===== config.mk =====
export PLATFORM = sky130hd
export DESIGN_NAME = seg7_scan_ctrl
export DESIGN_NICKNAME = d
export VERILOG_FILES = /design/src/rtl/seg7_scan_ctrl.sv
export SDC_FILE = /design/constraint.sdc
export NUM_CORES = 1
export LEC_CHECK = 0
export CAP_MARGIN = 15
export CORE_ASPECT_RATIO = 0.5
export CORE_MARGIN = 5
export CORE_UTILIZATION = 41
export CTS_CLUSTER_SIZE = 30
export DETAILED_ROUTE_END_ITERATION = 12
export DONT_BUFFER_PORTS = 1
export HOLD_SLACK_MARGIN = 0.12
export PLACE_DENSITY = 0.6
export SLEW_MARGIN = 5
export SYNTH_ARGS = -nofsm -noshare
export SYNTH_HDL_FRONTEND = slang
export SYNTH_SLANG_ARGS = --single-unit
export TNS_END_PERCENT = 5

===== constraint.sdc =====
create_clock -name clk -period 3.3 [get_ports clk]
set_input_delay 0.495 -clock clk [delete_from_list [all_inputs] [get_ports clk]]
set_output_delay 0.495 -clock clk [all_outputs]
set_load 0.05 [all_outputs]

===== src/rtl/seg7_scan_ctrl.sv =====
// seg7_scan_ctrl: multiplexed NDIG-digit hex scanner with prescaled refresh, blanking and leading-zero suppression.
// Define SEG7_DP_EN to add the per-digit decimal point input dp and output seg_dp.
module seg7_scan_ctrl #(
   parameter int NDIG       = 4,
   parameter int PRESCALE   = 100000,
   parameter bit ACTIVE_LOW = 1
) (
   input  logic              clk,
   input  logic              reset,
   input  logic [4*NDIG-1:0] data,
   input  logic [NDIG-1:0]   blank,
   input  logic              lzs_en,
   input  logic              enable,
   output logic [3:0]        digit,
   output logic [NDIG-1:0]   anode,
   output logic [6:0]        seg,
`ifdef SEG7_DP_EN
   input  logic [NDIG-1:0]   dp,
   output logic              seg_dp,
`endif
   output logic              frame
);
   localparam int PW = PRESCALE > 1 ? $clog2(PRESCALE) : 1;
   localparam int SW = $clog2(NDIG);
   localparam logic [6:0] SEG_LUT [16] = '{7'h3F, 7'h06, 7'h5B, 7'h4F, 7'h66, 7'h6D, 7'h7D, 7'h07,
                                          7'h7F, 7'h6F, 7'h77, 7'h7C, 7'h39, 7'h5E, 7'h79, 7'h71};
   logic [PW-1:0]   r_pre;
   logic [SW-1:0]   r_slot;
   logic            w_tick, w_on;
   logic [3:0]      w_nib;
   logic [NDIG-1:0] w_lead0, w_oh;
   // w_lead0[k] is set when digits NDIG-1 down to k are all zero
   always_comb begin
      logic z;
      z = 1'b1;
      w_lead0 = '0;
      for (int k = NDIG - 1; k >= 0; k--) begin
         z = z & (data[4*k +: 4] == 4'h0);
         w_lead0[k] = z;
      end
   end
   assign w_tick = enable && r_pre == PW'(PRESCALE - 1);
   assign w_nib  = data[{r_slot, 2'b00} +: 4];
   assign w_oh   = NDIG'(1) << r_slot;
   assign w_on   = enable && !blank[r_slot] && !(lzs_en && r_slot != '0 && w_lead0[r_slot]);
   always_ff @(posedge clk or posedge reset) begin
      if (reset) begin
         r_pre  <= '0;
         r_slot <= SW'(NDIG - 1);
         digit  <= '0;
         anode  <= {NDIG{ACTIVE_LOW}};
         seg    <= {7{ACTIVE_LOW}};
         frame  <= 1'b0;
`ifdef SEG7_DP_EN
         seg_dp <= ACTIVE_LOW;
`endif
      end else begin
         if (enable) r_pre <= w_tick ? '0 : r_pre + PW'(1);
         if (w_tick) r_slot <= r_slot == '0 ? SW'(NDIG - 1) : r_slot - SW'(1);
         frame <= w_tick && r_slot == '0;
         digit <= w_nib;
         anode <= (w_on ? w_oh : '0) ^ {NDIG{ACTIVE_LOW}};
         seg   <= (w_on ? SEG_LUT[w_nib] : 7'h00) ^ {7{ACTIVE_LOW}};
`ifdef SEG7_DP_EN
         seg_dp <= (w_on && dp[r_slot]) ^ ACTIVE_LOW;
`endif
      end
   end
endmodule


Word level (Yosys, flattened, before mapping):

Memory sizes are Yosys's and may differ from the RTL's.
Cells that the tools add are included.
Widths: inputs -> output; s select.

* bits in registers: 35
* bits in latches: 0
* RAM bits: 0
* ROM bits: 112
* input bits: 24
* logic and storage cells: 44
* memories kept: 1

* add/subtract/negate cells: 2
* $mul: 0
* divide/modulo/power cells: 0
* order comparisons: 2
* equality and inequality tests: 1
* shift operators: 2
* mux-type cells: 10
* bitwise gates (word level): 6
* reduce and logical (&&, ||, !) cells: 14

Memories
* (no name shown): words 16, bits a word 7, read ports 1, clocked after memory_dff 0, wr ports 0, line 63 `seg <= (w_on ? SEG_LUT[w_nib] : 7'h00) ^ {7{ACTIVE_LOW}};`

Operators with widths (number)
* $mux 7: 3
* $add 17x1->17 const B: 1
* $eq 17x17->1 const B: 1
* $mux 17: 1
* $logic_not 4->1: 4
* $shiftx 16x5->4: 1
* $not 7->7: 1
* $logic_and 1x1->1: 6
* $ge 5x5->1 const B: 1
* $not 4->5: 1
* $bmux 1 s2: 2
* $mux 4: 1
* $not 4->4: 1
* $shl 1x2->4 const A: 1
* $and 1x1->1: 3
* $lt 2x3->1 const B: 1
* $logic_not 1->1: 2
* $logic_not 2->1: 1
* $mux 1: 2
* $mux 2: 1
* $reduce_bool 2->1: 1
* $sub 2x1->2 const B: 1

Logic depth before layout (Yosys ltp):

* depth after elaboration: 11
* mapped depth: 8
* mapped depth without buffers: 7

Worst setup path before layout:

No wires, ideal clock.

* path kind: reg-to-reg
* start: reg r_slot[0]
* end: reg seg[3]
* arrival: 2.263 ns
* setup slack: 0.949 ns
* cell stages (with the launch flop): 8
* cell sequence: dfstp_2 -> buf_6 -> mux4_2 -> inv_1 -> ha_1 -> inv_1 -> mux4_2 -> or3_1

* cells in the longest elaborated chain, start to end: 7
* elaborated cells between the ends (all ways): 18

RTL lines
* start: declaration: line 28 `logic [SW-1:0] r_slot;`
* start signal: assignment: line 49 `r_slot <= SW'(NDIG - 1);`
* start signal: assignment: line 59 `if (w_tick) r_slot <= r_slot == '0 ? SW'(NDIG - 1) : r_slot - SW'(1);`
* $shiftx 16x5->4: line 43 `assign w_nib = data[{r_slot, 2'b00} +: 4];`
* net w_nib[0]: line 30 `logic [3:0] w_nib;`
* $not 4->5 (not written as such): line 63
* $mem_v2 16x7
* $mux 7 (not written as such) (2 in a row): line 63
* $mux 7: line 63
* $not 7->7 (no source line)
* end signal: assignment: line 52 `seg <= {7{ACTIVE_LOW}};`
* end signal: assignment: line 63
* end: declaration: line 16 `output logic [6:0] seg,`

The timed path passes the listed nets, and every way through them passes these cells. The select of a mux whose other input is x is not followed.
A chain may end at the register's enable or synchronous reset.

Final worst setup path:

Ends and elaborated chain as after synthesis.

==> metrics.yaml <==
synthesis:
  yosysMostFrequentCell: "dfrtp_1"
  synth.distinct_cells: 36
  async_reset_ff_share_pct: 100
  yosys_register_bits: 35
  synth_top_cell_by_area: "dfrtp_1"
  synthFlopType: "dfrtp_1"
  synth_top_cell_area_share_pct: 29.8
  synth.area.top_cells: "dfrtp_1 30%, dfstp_2 18%, ha_1 7.4%"
  yosysSeqAreaShare_pct: 48.3
  synthCells: 169
  avgSynthCellArea_um2: 10.9
  synth_nets: 204
  synth_edf_count: 0
  ys.warnings.count: 0
  synth_area_um2: 1850
  synth_commonest_cells: "22 x dfrtp_1, 20 x nand2_1, 15 x nor2_1"
setup_path:
  end_kind: "flip-flop"
  regToRegSetupSlack_ns: 0.75
  startpoint_type: "flip-flop"
  critPathArrivalTime_ns: 2.76
  required_ns: 3.51
  critical_path_class: "reg2reg"
  slowest_stage: "dfstp_2"
  cp_slowest_stage_delay_ns: 0.68
  crit_chain: "mux4_2, inv_1, ha_1, inv_1, mux4_2, or3_1"
  cp_max_fo: 9
grt:
  grt_pass1_vias: 1317
  grt_usage_pct: 13.1
  antenna_found_initial: 0
  grt_pass1_wl_um: 6270
  grt-ovfl-total: 0
  grt_max_degree: 36
die:
  die-area_um2: 6030
  chipHeight_um: 57.5
  start_util_pct: 42.2
  std_cell_rows: 17
  die_x_um: 105
  core-area_um2: 4380
  ioPinCount: 40
final_layout:
  final_nets: 206
  regArea_um2: 892
  diodes: 0
  final_cell_area_um2: 2000
  multi_input_comb_area_um2: 886
  syn_to_final_growth_pct: 8.12
  layout-drive-gt1-share_pct: 19.8
  final-instance-count-excl-fill: 229
  final_util_pct: 45.6
  nFillCells: 422
cts:
  cts_hold_buffers: 0
  cts_sinks: 35
  clock_path_buffers: 2
  clockRootBuffer: "clkbuf_8"
  htree_levels: 2
  cts_buffers: 5
  cts_tree: "built"
  post_cts_buffers: 0
  clkSlewWorstSetupHoldPaths_ns: 0.08
  insertion_delay_ns: 0.29
  post_cts_resized: 0
pwr:
  p_sw_share_pct: 29.2
  p_seq_share_pct: 53.3
  switching_power_mw: 0.304
  powerDensity_nw_per_um2: 521
  ir_drop_mv: 0.240
  power.internal_mw: 0.737
  power_frac_clock_pct: 33.6
  leakage_nw: 0.830
  p_comb_share_pct: 13.1
sta:
  finalHoldViolCount: 0
  max_freq_mhz: 392
  worst_pin_slew_ns: 0.471
  fin_crit_ns: 2.55
  holdWs_ns: 0.177
  fin_crit_sh_pct: 77.3
  setup_tns_ns: 0
  finClkSkew_ns: 0.00966
  slew_headroom_pct: 68.6
  slew_violations: 0
  rsz0062_at_grt: "false"
  setup_viol: 0
routing:
  routed_via_density: 5.48
  wirelength_um: 3780
  drc: 0
  vias: 1255
  drt_iter0_drc: 42
  ant_nets: 0
  wl_per_cell_um: 16.5
  drtPass1Iterations: 4
place:
  place_congestion: 0.794
  port_buffers: 0
  dp.cells: 221
  place_area_um2: 1890
  hpwl_um: 2760
flow_run:
  drv_cap: 0
min_path:
  hold_class: "in2async"
status:
  status: "completed"
power groups by stage:
stage	combinational [mW]	sequential, mW	clock, mW
global route	0.155	0.562	0.383
CTS	0.138	0.555	0.360
global placement	0.134	0.562	0
finish	0.137	0.555	0.349
floorplan	0.116	0.553	0
detailed placement	0.137	0.562	0
sequential cells by signal, indices dropped and copies added, names as in the netlist:
register  count
seg           7
anode         4
frame         1
r_pre        17
digit         4
r_slot        2
final timing paths:
kind,start,to,depth (start not counted)
worst max-delay path,r_slot[0],seg[3],6
worst max register to register,r_slot[0],seg[3],6
max in group asynchronous,reset,r_slot[0],2
min in group clk,enable,r_pre[1],1
worst min register to register,r_pre[4],r_pre[4],1
worst min-delay path,reset,digit[0],2
critical path, delay by kind of cell (launching register included):
kind | cells | cell delay, ns
and+or+nand+nor | 1 | 0.32
adders and majority gates | 1 | 0.16
DFF | 1 | 0.68
buffers and inverters | 2 | 0.23
muxes | 2 | 1.10
cells in the final DEF, fill, tap and decap left out, types with 3 or more instances in the layout:
master,count
mux2_2,3
mux4_2,6
clkbuf_8,7
nor2_1,15
dfstp_2,13
xnor2_1,10
nor3_1,3
xor2_1,3
ha_1,11
nand4_1,6
nor4_1,5
nand2_1,20
dfrtp_1,22
nand3_1,7
inv_1,10
mux2i_1,5
final cells by class:
type,count,share of cell area [%]
clock buffer,7,4.82
sequential,35,44.6
multi-input combinational,118,44.3
tap,57,3.57
timing repair buffer,1,0.376
clock inverter,1,0.376
inverter,10,1.88
through the flow:
stage | worst slack, ns | total power, mW
final | 0.749 | 1.04
after global routing | 0.642 | 1.10
after CTS | 0.729 | 1.05
after detailed placement | 0.762 | 0.699
after global placement | 0.869 | 0.695
after floorplan | 0.949 | 0.669
cells by family after synthesis:
kind of cell / after synthesis / share of synthesized area, %
AND/OR/NAND/NOR: 68 / 17.8
flip-flops: 35 / 48.3
buffers and inverters: 16 / 3.79
multiplexers: 14 / 11.8
XOR/XNOR: 13 / 6.16
AO/OA/AOI/OAI: 12 / 4.67
adder cells (fa/ha/maj): 11 / 7.45
routing by layer:
metal  up-vias  track usage (%)  wire [um]
met5         -                0          0
met4         0             5.65         55
met3         5             3.62        137
met2        20             21.8       1880
met1       641             16.2       1710
li1        589                -          -
No activity file was read; power rests on OpenSTA's default activity.
